## src/rtl/wb_pkg.sv

```systemverilog
// Shared constants for the write-back result stage: source indices,
// load funct3 encodings, error bit positions and skid-buffer states.
package wb_pkg;

  localparam int SRC_ALU = 0;
  localparam int SRC_MEM = 1;
  localparam int SRC_PC4 = 2;
  localparam int SRC_IMM = 3;

  localparam logic [2:0] F3_LB  = 3'b000;
  localparam logic [2:0] F3_LH  = 3'b001;
  localparam logic [2:0] F3_LW  = 3'b010;
  localparam logic [2:0] F3_LD  = 3'b011;
  localparam logic [2:0] F3_LBU = 3'b100;
  localparam logic [2:0] F3_LHU = 3'b101;
  localparam logic [2:0] F3_LWU = 3'b110;

  localparam int ERR_ILL = 0;
  localparam int ERR_MIS = 1;

  typedef enum logic [1:0] {
    SK_EMPTY = 2'd0,
    SK_MAIN  = 2'd1,
    SK_FULL  = 2'd2
  } skid_state_t;

endpackage

```

## src/rtl/wb_load_ext.sv

```systemverilog
// Load formatter: picks the byte/half/word/double at addr_lo out of the
// read data and extends it; flags illegal funct3 and misaligned accesses.
module wb_load_ext
  import wb_pkg::*;
#(
  parameter int WIDTH = 32
) (
  input  logic [WIDTH-1:0] data,
  input  logic [2:0]       funct3,
  input  logic [2:0]       addr_lo,
  output logic [WIDTH-1:0] value,
  output logic             illegal,
  output logic             misaligned
);

  logic [2:0]       off;
  logic [WIDTH-1:0] sh;

  // a 32-bit datapath has only four byte lanes, so addr_lo[2] is ignored
  assign off = (WIDTH == 64) ? addr_lo : {1'b0, addr_lo[1:0]};
  assign sh  = data >> {off, 3'b000};

  always_comb begin
    value      = '0;
    illegal    = 1'b0;
    misaligned = 1'b0;
    case (funct3)
      F3_LB:  value = WIDTH'(signed'(sh[7:0]));
      F3_LBU: value = WIDTH'(sh[7:0]);
      F3_LH:  value = WIDTH'(signed'(sh[15:0]));
      F3_LHU: value = WIDTH'(sh[15:0]);
      F3_LW: begin
        misaligned = (off[1:0] != 2'b00);
        value      = WIDTH'(signed'(sh[31:0]));
      end
      F3_LWU: begin
        if (WIDTH == 64) begin
          misaligned = (off[1:0] != 2'b00);
          value      = WIDTH'(sh[31:0]);
        end else begin
          illegal = 1'b1;
        end
      end
      F3_LD: begin
        if (WIDTH == 64) begin
          misaligned = (off != 3'b000);
          value      = sh;
        end else begin
          illegal = 1'b1;
        end
      end
      default: illegal = 1'b1;
    endcase
  end

endmodule

```

## src/rtl/wb_result_stage.sv

```systemverilog
// Write-back result stage: source select, load formatting and error
// qualification, followed by a two-entry skid buffer towards the register file.
//
// state    | meaning
// SK_EMPTY | main and skid empty
// SK_MAIN  | main holds an item, skid empty
// SK_FULL  | main and skid both hold items, in_ready low
module wb_result_stage
  import wb_pkg::*;
#(
  parameter  int WIDTH = 32,
  parameter  int NSRC  = 4,
  localparam int SEL_W = $clog2(NSRC)
) (
  input  logic                  clk,
  input  logic                  rst_n,
  input  logic                  in_valid,
  output logic                  in_ready,
  input  logic [SEL_W-1:0]      ResultSrc,
  input  logic [NSRC*WIDTH-1:0] src_data,
  input  logic [2:0]            ld_funct3,
  input  logic [2:0]            ld_addr_lo,
  input  logic [4:0]            rd_in,
  input  logic                  RegWrite_in,
  input  logic                  flush,
  output logic                  out_valid,
  input  logic                  out_ready,
  output logic [WIDTH-1:0]      Result,
  output logic [4:0]            rd_out,
  output logic                  RegWrite_out,
  output logic [1:0]            err
);

  logic [WIDTH-1:0] sel_val;
  logic [WIDTH-1:0] mem_data;
  logic [WIDTH-1:0] ld_val;
  logic [WIDTH-1:0] res_new;
  logic             sel_ok;
  logic             is_mem;
  logic             ld_ill;
  logic             ld_mis;
  logic [1:0]       err_new;
  logic             we_new;

  always_comb begin
    sel_val = '0;
    for (int k = 0; k < NSRC; k++) begin
      if (ResultSrc == SEL_W'(k)) sel_val = src_data[k*WIDTH +: WIDTH];
    end
  end

  generate
    if (NSRC == (1 << SEL_W)) begin : g_sel_full
      assign sel_ok = 1'b1;
    end else begin : g_sel_part
      assign sel_ok = (ResultSrc < SEL_W'(NSRC));
    end
  endgenerate

  assign mem_data = src_data[SRC_MEM*WIDTH +: WIDTH];
  assign is_mem   = (ResultSrc == SEL_W'(SRC_MEM));

  wb_load_ext #(.WIDTH(WIDTH)) u_load_ext (
    .data       (mem_data),
    .funct3     (ld_funct3),
    .addr_lo    (ld_addr_lo),
    .value      (ld_val),
    .illegal    (ld_ill),
    .misaligned (ld_mis)
  );

  always_comb begin
    err_new          = '0;
    err_new[ERR_ILL] = !sel_ok || (is_mem && ld_ill);
    err_new[ERR_MIS] = sel_ok && is_mem && !ld_ill && ld_mis;
  end

  assign res_new = (|err_new) ? '0 : (is_mem ? ld_val : sel_val);
  assign we_new  = RegWrite_in && !(|err_new);

  skid_state_t      state, state_nx;
  logic             main_valid, skid_valid;
  logic             accept, drain;
  logic             ld_main_new, ld_main_skid, ld_skid;
  logic [WIDTH-1:0] main_res, skid_res;
  logic [4:0]       main_rd, skid_rd;
  logic             main_we, skid_we;
  logic [1:0]       main_err, skid_err;

  assign main_valid = (state != SK_EMPTY);
  assign skid_valid = (state == SK_FULL);
  assign in_ready   = !skid_valid;
  assign accept     = in_valid && in_ready && !flush;
  assign drain      = main_valid && out_ready;

  always_ff @(posedge clk or negedge rst_n) begin
    if (!rst_n) state <= SK_EMPTY;
    else        state <= state_nx;
  end

  always_comb begin
    state_nx     = state;
    ld_main_new  = 1'b0;
    ld_main_skid = 1'b0;
    ld_skid      = 1'b0;
    if (flush) begin
      state_nx = SK_EMPTY;
    end else begin
      case (state)
        SK_EMPTY: begin
          if (accept) begin
            ld_main_new = 1'b1;
            state_nx    = SK_MAIN;
          end
        end
        SK_MAIN: begin
          if (drain) begin
            if (accept) ld_main_new = 1'b1;
            else        state_nx    = SK_EMPTY;
          end else if (accept) begin
            ld_skid  = 1'b1;
            state_nx = SK_FULL;
          end
        end
        SK_FULL: begin
          if (drain) begin
            ld_main_skid = 1'b1;
            state_nx     = SK_MAIN;
          end
        end
        default: state_nx = SK_EMPTY;
      endcase
    end
  end

  always_ff @(posedge clk or negedge rst_n) begin
    if (!rst_n) begin
      main_res <= '0;
      main_rd  <= '0;
      main_we  <= 1'b0;
      main_err <= '0;
      skid_res <= '0;
      skid_rd  <= '0;
      skid_we  <= 1'b0;
      skid_err <= '0;
    end else begin
      if (ld_main_new) begin
        main_res <= res_new;
        main_rd  <= rd_in;
        main_we  <= we_new;
        main_err <= err_new;
      end else if (ld_main_skid) begin
        main_res <= skid_res;
        main_rd  <= skid_rd;
        main_we  <= skid_we;
        main_err <= skid_err;
      end
      if (ld_skid) begin
        skid_res <= res_new;
        skid_rd  <= rd_in;
        skid_we  <= we_new;
        skid_err <= err_new;
      end
    end
  end

  assign out_valid    = main_valid;
  assign Result       = main_res;
  assign rd_out       = main_rd;
  assign RegWrite_out = main_we;
  assign err          = main_err;

endmodule

```

## config.mk

```make
export PLATFORM = sky130hd
export DESIGN_NAME = wb_result_stage
export DESIGN_NICKNAME = d
export VERILOG_FILES = /design/src/rtl/wb_pkg.sv /design/src/rtl/wb_load_ext.sv /design/src/rtl/wb_result_stage.sv
export SDC_FILE = /design/constraint.sdc
export NUM_CORES = 1
export LEC_CHECK = 0
export BUFFER_PORTS_ARGS = -buffer_cell sky130_fd_sc_hd__clkbuf_2
export CORE_UTILIZATION = 40
export CTS_CLUSTER_DIAMETER = 120
export CTS_CLUSTER_SIZE = 20
export DETAILED_ROUTE_END_ITERATION = 8
export PLACE_DENSITY = 0.67
export SYNTH_ARGS = -nofsm -noshare
export SYNTH_HDL_FRONTEND = slang
export SYNTH_SLANG_ARGS = --single-unit
```

## constraint.sdc

```tcl
create_clock -name clk -period 2.1 [get_ports clk]
set_input_delay 0.21 -clock clk [delete_from_list [all_inputs] [get_ports clk]]
set_output_delay 0.21 -clock clk [all_outputs]
set_load 0.1 [all_outputs]
```

# Yosys cells after proc, flatten, opt, wreduce, memory -nomap -nowiden
# Index checks and enable logic that the tools add are counted.
# totals
register_bits	82
in_bits	147
out_inout_bits	42
elab_cells	75
# op_classes
n_eq_ne	13
n_shift	1
muxes	33
n_reduce_logical	19
# ops
operator	n
$mux 32	7
$pmux 32 s5	1
$shr 32x5->32	1
$mux 2	8
$mux 1	13
$mux 5	2
$ne 4x4->1 const B	2
$logic_and 1x1->1	7
$eq 2x2->1 const B	3
$eq 3x3->1 const B	2
$pmux 2 s3	1
$reduce_bool 2->1	3
$reduce_or 5->1	1
$eq 2x1->1 const B	2
$logic_not 2->1	2
$reduce_and 4->1	1
$eq 3x1->1 const B	1
$eq 3x2->1 const B	1
$logic_not 1->1	3
$logic_not 3->1	1
$ne 3x2->1 const B	1
$ne 3x3->1 const B	1
$pmux 1 s2	1
$reduce_or 2->1	1

# Logic depth before layout (Yosys ltp)
# Gate-level depths: netlist (run 1).
# depth
word_depth	9
depth_mapped	8

# Cells and area by module
# Synthesis (run 1) repeated with hierarchy kept, for this count alone.
# hier_totals
hier_cells	429
area_unflattened_um2	5510.3
# modules_own_cells
module	instances	cells_each	area_each_um2	seq_area_each_um2
wb_result_stage	1	318	4643.2	2052.0
wb_load_ext	1	111	867.1	0.0

# Least setup slack after synthesis (run 1)
# No wires, ideal clock.
# synth_path
kind	register to register
from	reg state[0]
to	reg main_res[23], in the netlist Result[23]
setup_ns	0.135
arrival_time_ns	2.337
path_slack_ns	-0.372
path_stages_with_launch	8
n_path_buf	2
period_less_slack_ns	2.472
path_cell_list	dfrtp_1 nand2b_1 nor3b_1 buf_2 buf_2 mux2_2 nand2_1 o21ai_0
# synth_via
elab_chain_len	9
word_cells_on_any_way	17
classes_between	2 x eq/ne; 8 x mux; 7 x reduce/logical
# synth_rtl
item	line	rtl
start: declaration	wb_result_stage.sv:81	skid_state_t state, state_nx;
start signal: assignment	wb_result_stage.sv:98	else state <= state_nx;
$eq 2x2->1 *	wb_result_stage.sv:91	assign skid_valid = (state == SK_FULL);
$logic_not 1->1 *	wb_result_stage.sv:92	assign in_ready = !skid_valid;
via in_ready	wb_result_stage.sv:18	output logic in_ready,
$logic_and 1x1->1 * (2 in a row)	wb_result_stage.sv:93	assign accept = in_valid && in_ready && !flush;
$mux 1 *	wb_result_stage.sv:111, wb_result_stage.sv:118	
$mux 1	wb_result_stage.sv:117	if (drain) begin
$pmux 1 s2 *	wb_result_stage.sv:109	case (state)
$mux 1 *	wb_result_stage.sv:106	if (flush) begin
$mux 32 / $reduce_bool 2->1 (equally long branches)	-	
end signal: assignment	wb_result_stage.sv:148	main_res <= res_new;
end signal: assignment	wb_result_stage.sv:153	main_res <= skid_res;
end: declaration	wb_result_stage.sv:85	logic [WIDTH-1:0] main_res, skid_res;
# The timed path passes the listed nets; every way through them passes the cells marked *.
# A chain may end at the register's enable or synchronous reset.

# Worst setup path after layout (run 1)
# layout_path
from	in ld_addr_lo[1]
to	reg skid_res[29]
# layout_via
elab_chain_len	5
word_cells_on_any_way	8
classes_between	1 x shift; 4 x mux; 3 x reduce/logical
# layout_rtl
item	line	rtl
start: declaration	wb_result_stage.sv:22	input logic [2:0] ld_addr_lo,
parallel branches: the longest is 4 deep, another holds $shr 32x5->32	-	
$mux 32 *	wb_result_stage.sv:78	assign res_new = (|err_new) ? '0 : (is_mem ? ld_val : sel_val);
end signal: assignment	wb_result_stage.sv:159	skid_res <= res_new;
end: declaration	wb_result_stage.sv:85	
# Every way passes the cells marked *.

==> run summary, run 1 <==
Vias in the first global route: 4,884
Pin count of the biggest net entering global routing: 47
Row count: 40
1st-iter DRT viols: 293
First-pass iteration count of the detailed router: 5
Timing-limited maximum frequency: 0.542 GHz
Worst-path fanout max: 15
Startpoint Class: primary input
CTS tree: built
Syn Area/Cell: 9.37 µm²
Final setup vio count: 0
Starting Density: 41.5%
Reg2Reg Setup Slack: 0.29 ns
Die W: 114 µm
Pwr/cell area: 934 nW/µm²
CTS H-tree depth: 3
Synthesized cell area: 5050 µm²
Grt total ovfl: 0
Layout Skew: 0.00502 ns
Final nets: 869
Top FF cell, synth: dfrtp_1
Synth warn: 0
RSZ-0062 raised after global routing: no
Gate Count Post-Synth: 539
Post-synth top area share: 40.6%
Initial antenna violation count: 0
# IOs: 189
Synthesis-to-finish area growth: 30.7%
Worst Hold Class: primary input to flop
Final wirelength: 15.9 mm
Final Hold Vio Count: 0
Port Buffers: 187
Post-detail-place hpwl: 12.0 mm
Cell area after layout: 6600 µm²
DIE HEIGHT: 114 µm
First-pass GRT wire length: 25.2 mm
Number of antenna diodes: 0
Kind of critical path: primary input to flop
Status: completed
Top-count cell post-synth: nand2_1
Placed cells: 878
Yosys reg bits: 82
CTS root buf: clkbuf_16
Worst slew pin tran: 1.16 ns
Inserted Clock Buffers: 9
Synth Net Count: 686
GRT Util Overall: 25.3%
Yosys top cell by area: dfrtp_1
Most frequent cells after synthesis: nand2_1 (103), dfrtp_1 (82), o21ai_0 (60)
Die area: 13,100 µm²
Clock sinks: 82
Slew Limit Fails: 0
DRC viols: 0
Total core area: 12,200 µm²
Yosys cell types: 44
Post-synth ARST share: 100%
Tcrit/Tclk final: 87.9%
Vias: 4,936
ANT nets after route: 0
Layout cells sized above 1: 40.7%
WL/cell: 17.7 µm
Clk slew on worst S/H paths: 0.07 ns
Final GP Congestion: 0.825
Final WS setup: 0.255 ns
Pre-CTS setup slack: -0.0503 ns
WP data required: 2.33 ns
Max_slew headroom: 22.5%
Post-synth EDFFs: 0
Fin cells: 895
Post-DP Area: 6260 µm²
Worst setup EP type: flop
Vias per inst: 5.52
Crit path DAT: 2.07 ns
Max VDD drop: 0.000379 V
Clk_lat worst skew: 0.34 ns
CTS Buffer Depth: 2
Post-synthesis sequential area ratio: 40.6%
Max-Cap Viols: 0
Leak pwr: 0.00317 µW
Final min period: 1.85 ns
CTS resizes: 0
Largest cells by area after synthesis: dfrtp_1 (41%), mux2_2 (10%), mux2i_1 (8.1%)
power by group:
group	switching, µW	internal, µW	total (µW)	leakage (µW)
sequential	199	1930	2130	0.00104
combinational	1690	607	2300	0.00198
clock	684	1050	1740	0.000157
area by class of cell:
cell class,instances,area [µm²]
Clock inverter,7,98.8
Sequential cell,82,2050
Multi-Input combinational cell,411,2810
Tap cell,168,210
Clock buffer,9,225
Timing Repair Buffer,217,1200
Inverter,1,3.75
Fill cell,1132,5560
cells by family after synthesis:
family	after synthesis	synth area share, %
multiplexers	95	22.0
AO/OA/AOI/OAI	144	18.7
buffers and inverters	46	4.29
flip-flops	82	40.6
AND/OR/NAND/NOR	172	14.4
registers in the layout (all words and copies together) (netlist names):
signal and flops:
state 2, skid_err 2, RegWrite_out 1, skid_we 1, Result 32, err 2, skid_rd 5, rd_out 5
skid_res 32
final timing paths:
| check | from | to | cells after the start |
|---|---|---|---|
| hold reg to reg | rd_out[0] | rd_out[0] | 2 |
| max in group asynchronous | rst_n | state[0] | 3 |
| hold / removal | rd_in[3] | skid_rd[3] | 3 |
| min in group asynchronous | rst_n | Result[20] | 2 |
| setup reg to reg | state[0] | Result[19] | 6 |
| setup / recovery | ld_addr_lo[1] | skid_res[29] | 6 |
placed cells by master, fill, tap and decap left out, drive strengths merged, types with 2 or more instances in the layout:
cell type and n:
a211oi 2, a21oi 10, a221o 2, a22oi 6, a2bb2oi 8, a31oi 2
and2 2, buf 30, bufinv 2, clkbuf 195, dfrtp 82, inv 4
mux2 46, mux2i 41, mux4 8, nand2 103, nand2b 4, nand3 8
nor2 34, nor2b 4, nor3 4, nor4 2, o211ai 9, o21ai 62
o221ai 2, o22ai 29, o41ai 8, or3 6
timing repair:
item | in CTS | in global routing
setup buffers | 0 | 0
hold endpoints to repair | 36 | 0
hold buffers | 1 | 0
layer usage:
layer	GRT usage, %	share of wire, %	vias up
met5	0	0	-
met4	9.26	2.6	0
met1	33.5	42	2364
li1	-	-	2326
met3	5.29	6.9	27
met2	40.7	48	219
critical path, stage by stage:
cell and delay, ns:
clkbuf_2 0.23, mux2i_1 0.15, a2bb2oi_1 0.18, o41ai_4 0.80, a21oi_1 0.12, o41ai_1 0.37
through the flow:
step           setup TNS, ns  hold WS [ns]  util (%)  total power (µW)
2_1_floorplan              0       -0.0856         -              3870
3_3_place_gp         -0.0259         0.198      51.5              4400
3_5_place_dp          -0.207         0.208      51.5              4460
4_1_cts                    0        0.0831      54.3              6190
5_1_grt                    0        0.0846      54.3              6440
6_report                   0        0.0803      54.3              6170
No activity file was read; power rests on OpenSTA's default activity.
==> inputs of run 2 (changes only) <==
--- a/config.mk
+++ b/config.mk
@@ -10,7 +10,9 @@
 export CTS_CLUSTER_DIAMETER = 120
 export CTS_CLUSTER_SIZE = 20
 export DETAILED_ROUTE_END_ITERATION = 8
+export MAX_ROUTING_LAYER = met4
 export PLACE_DENSITY = 0.67
+export SLEW_MARGIN = 5
 export SYNTH_ARGS = -nofsm -noshare
 export SYNTH_HDL_FRONTEND = slang
 export SYNTH_SLANG_ARGS = --single-unit
==> run 2 against run 1 <==
Sequential share of layout area increased by 0.17 points; largest cell class unchanged; cell area decreased by 0.55%; worst hold slack improved by 0.0014 ns; critical endpoint is now Result[29]; clock skew increased by 0.0015 ns; register-to-register slack got worse by 0.04 ns; setup slack got worse by 0.0046 ns; sequential cell count unchanged.
==> run summary, run 2 (synthesis gave the netlist of run 1 again) <==
Status: completed
Worst Hold Class: primary input to flop
Crit. Startpoint: state[1]
Final GP Congestion: 0.855 (+3.7%)
Worst reg2reg path endpoint: Result[29]
Final WS setup: 0.250 ns (-0.00461 ns)
Layout Skew: 0.00650 ns (+0.00148 ns)
Initial antenna violation count: 0 (unchanged)
Max VDD drop: 0.000408 V (+7.6%)
Final min period: 1.85 ns (+0.00461 ns)
Timing-limited maximum frequency: 0.541 GHz (-0.25%)
CTS resizes: 0 (unchanged)
Grt total ovfl: 0 (unchanged)
Worst-path fanout max: 9 (-6)
Tcrit/Tclk final: 88.1% (+0.22 points)
Clk_lat worst skew: 0.34 ns (about the same)
Hold Crit Start: rd_in[3]
WL/cell: 17.8 µm (+0.21%)
Final Hold Vio Count: 0 (unchanged)
Most frequent cells in the layout: clkbuf_2 (186), nand2_1 (102), dfrtp_1 (82)
Kind of critical path: flop to flop
GRT Util Overall: 25.9% (+0.59 points)
Pwr/cell area: 920 nW/µm² (-1.5%)
Startpoint Class: flop
Slew Limit Fails: 0 (unchanged)
Reg2Reg Setup Slack: 0.25 ns (-0.04 ns)
Vias per inst: 5.49 (-0.39%)
Port Buffers: 187 (unchanged)
CTS Buffer Depth: 2 (unchanged)
Fin cells: 893 (-0.22%)
Worst slew pin tran: 1.14 ns (-0.0229 ns)
RSZ-0062 raised after global routing: no
Vias: 4,906 (-0.61%)
Layout cells sized above 1: 40.6% (-0.16 points)
Inserted Clock Buffers: 9 (unchanged)
CTS tree: built
Reg2Reg Depth: 5 (-1)
Sink of the worst hold path: skid_rd[3]
Post-detail-place hpwl: 12.1 mm (+1.1%)
DIE HEIGHT: 114 µm (unchanged)
Leak pwr: 0.00315 µW (-0.65%)
Setup Fix Bufs, Post-CTS: 0 (unchanged)
Synthesis-to-finish area growth: 30.0%
Placed cells: 876 (-0.23%)
Final nets: 867 (-0.23%)
CTS root buf: clkbuf_16
Commonest non-fill, non-tap cell in the layout: clkbuf_2
First-pass GRT wire length: 24.9 mm (-1.2%)
Fill cells: 1,143 (+0.97%)
Die area: 13,100 µm² (unchanged)
Cells on Worst Hold Path: 3 (unchanged)
Max_slew headroom: 24.0% (+1.5 points)
Worst reg2reg startpoint: state[1]
Vias in the first global route: 4,862 (-0.45%)
Starting Density: 41.5% (unchanged)
1st-iter DRT viols: 282 (-3.8%)
Cell area after layout: 6560 µm² (-0.55%)
Pin count of the biggest net entering global routing: 47 (unchanged)
Number of antenna diodes: 0 (unchanged)
Post-DP Area: 6250 µm² (-0.24%)
Layout Utilization: 54.0% (-0.30 points)
Clk slew on worst S/H paths: 0.07 ns (about the same)
Row count: 40 (unchanged)
Clock sinks: 82 (unchanged)
# IOs: 189 (unchanged)
Design Power: 6040 µW (-2.0%)
Final setup vio count: 0 (unchanged)
Total core area: 12,200 µm² (unchanged)
CTS H-tree depth: 3 (unchanged)
Worst setup EP type: flop
Pre-CTS setup slack: -0.108 ns (-0.0574 ns)
WP data required: 2.36 ns (+0.03 ns)
Final wirelength: 15.9 mm (about the same)
Max-Cap Viols: 0 (unchanged)
DRC viols: 0 (unchanged)
Crit path DAT: 2.11 ns (+0.04 ns)
Die W: 114 µm (unchanged)
First-pass iteration count of the detailed router: 5 (unchanged)
ANT nets after route: 0 (unchanged)
-- run 2: cell types whose count changed in the layout (fill, tap and decap cells not counted) --
cell       change
buf_4          -2
bufinv_16      -1
inv_6          -1
clkinv_4       +2
-- run 2: cell type report --
class                           instances  area, µm²  area share (%)
Clock buffer                            9        225            3.43
Clock inverter                          7       77.6            1.18
Inverter                                1       3.75          0.0572
Multi-Input combinational cell        411       2810            42.7
Sequential cell                        82       2050            31.3
Tap cell                              168        210            3.20
Timing Repair Buffer                  215       1190            18.1
-- run 2: report_power, final --
| group | internal [µW] | switching, µW |
|---|---|---|
| clock | 931 | 680 |
| combinational | 605 | 1690 |
| sequential | 1930 | 201 |
-- run 2: critical path, cell delays in order (launching register included) --
cell	delay, ns
dfrtp_1	0.45
nand2b_1	0.23
nor2_1	0.19
nand2_1	0.28
or3_1	0.45
o22ai_1	0.16
-- run 2: metrics by stage --
stage                     hold slack (ns)  TNS (ns)
after global routing               0.0898         0
after CTS                          0.0713         0
after detailed placement            0.209    -0.208
after global placement              0.202         0
final                              0.0817         0
after floorplan                   -0.0856         0
-- run 2: layer usage --
layer | GRT usage [%] | vias up | share of wire (%)
li1 | - | 2322 | -
met4 | 9.78 | 0 | 3.3
met2 | 40.2 | 212 | 48
met5 | - | - | 0
met3 | 4.76 | 34 | 5.9
met1 | 33.6 | 2338 | 43
-- run 2: what timing repair did --
item	CTS	global route
endpoints found under the hold margin	36	0
hold buffers	1	0
setup endpoints to repair	0	0
-- run 2: worst max path at each step --
stage / endpoint / slack, ns / cells past startpoint
after floorplan: Result[23] / 0.15 / 7
after global placement: skid_res[27] / 0.03 / 6
after detailed placement: skid_res[27] / -0.11 / 6
after CTS: Result[24] / 0.24 / 5
after global routing: skid_res[27] / 0.13 / 6
final: Result[29] / 0.25 / 5
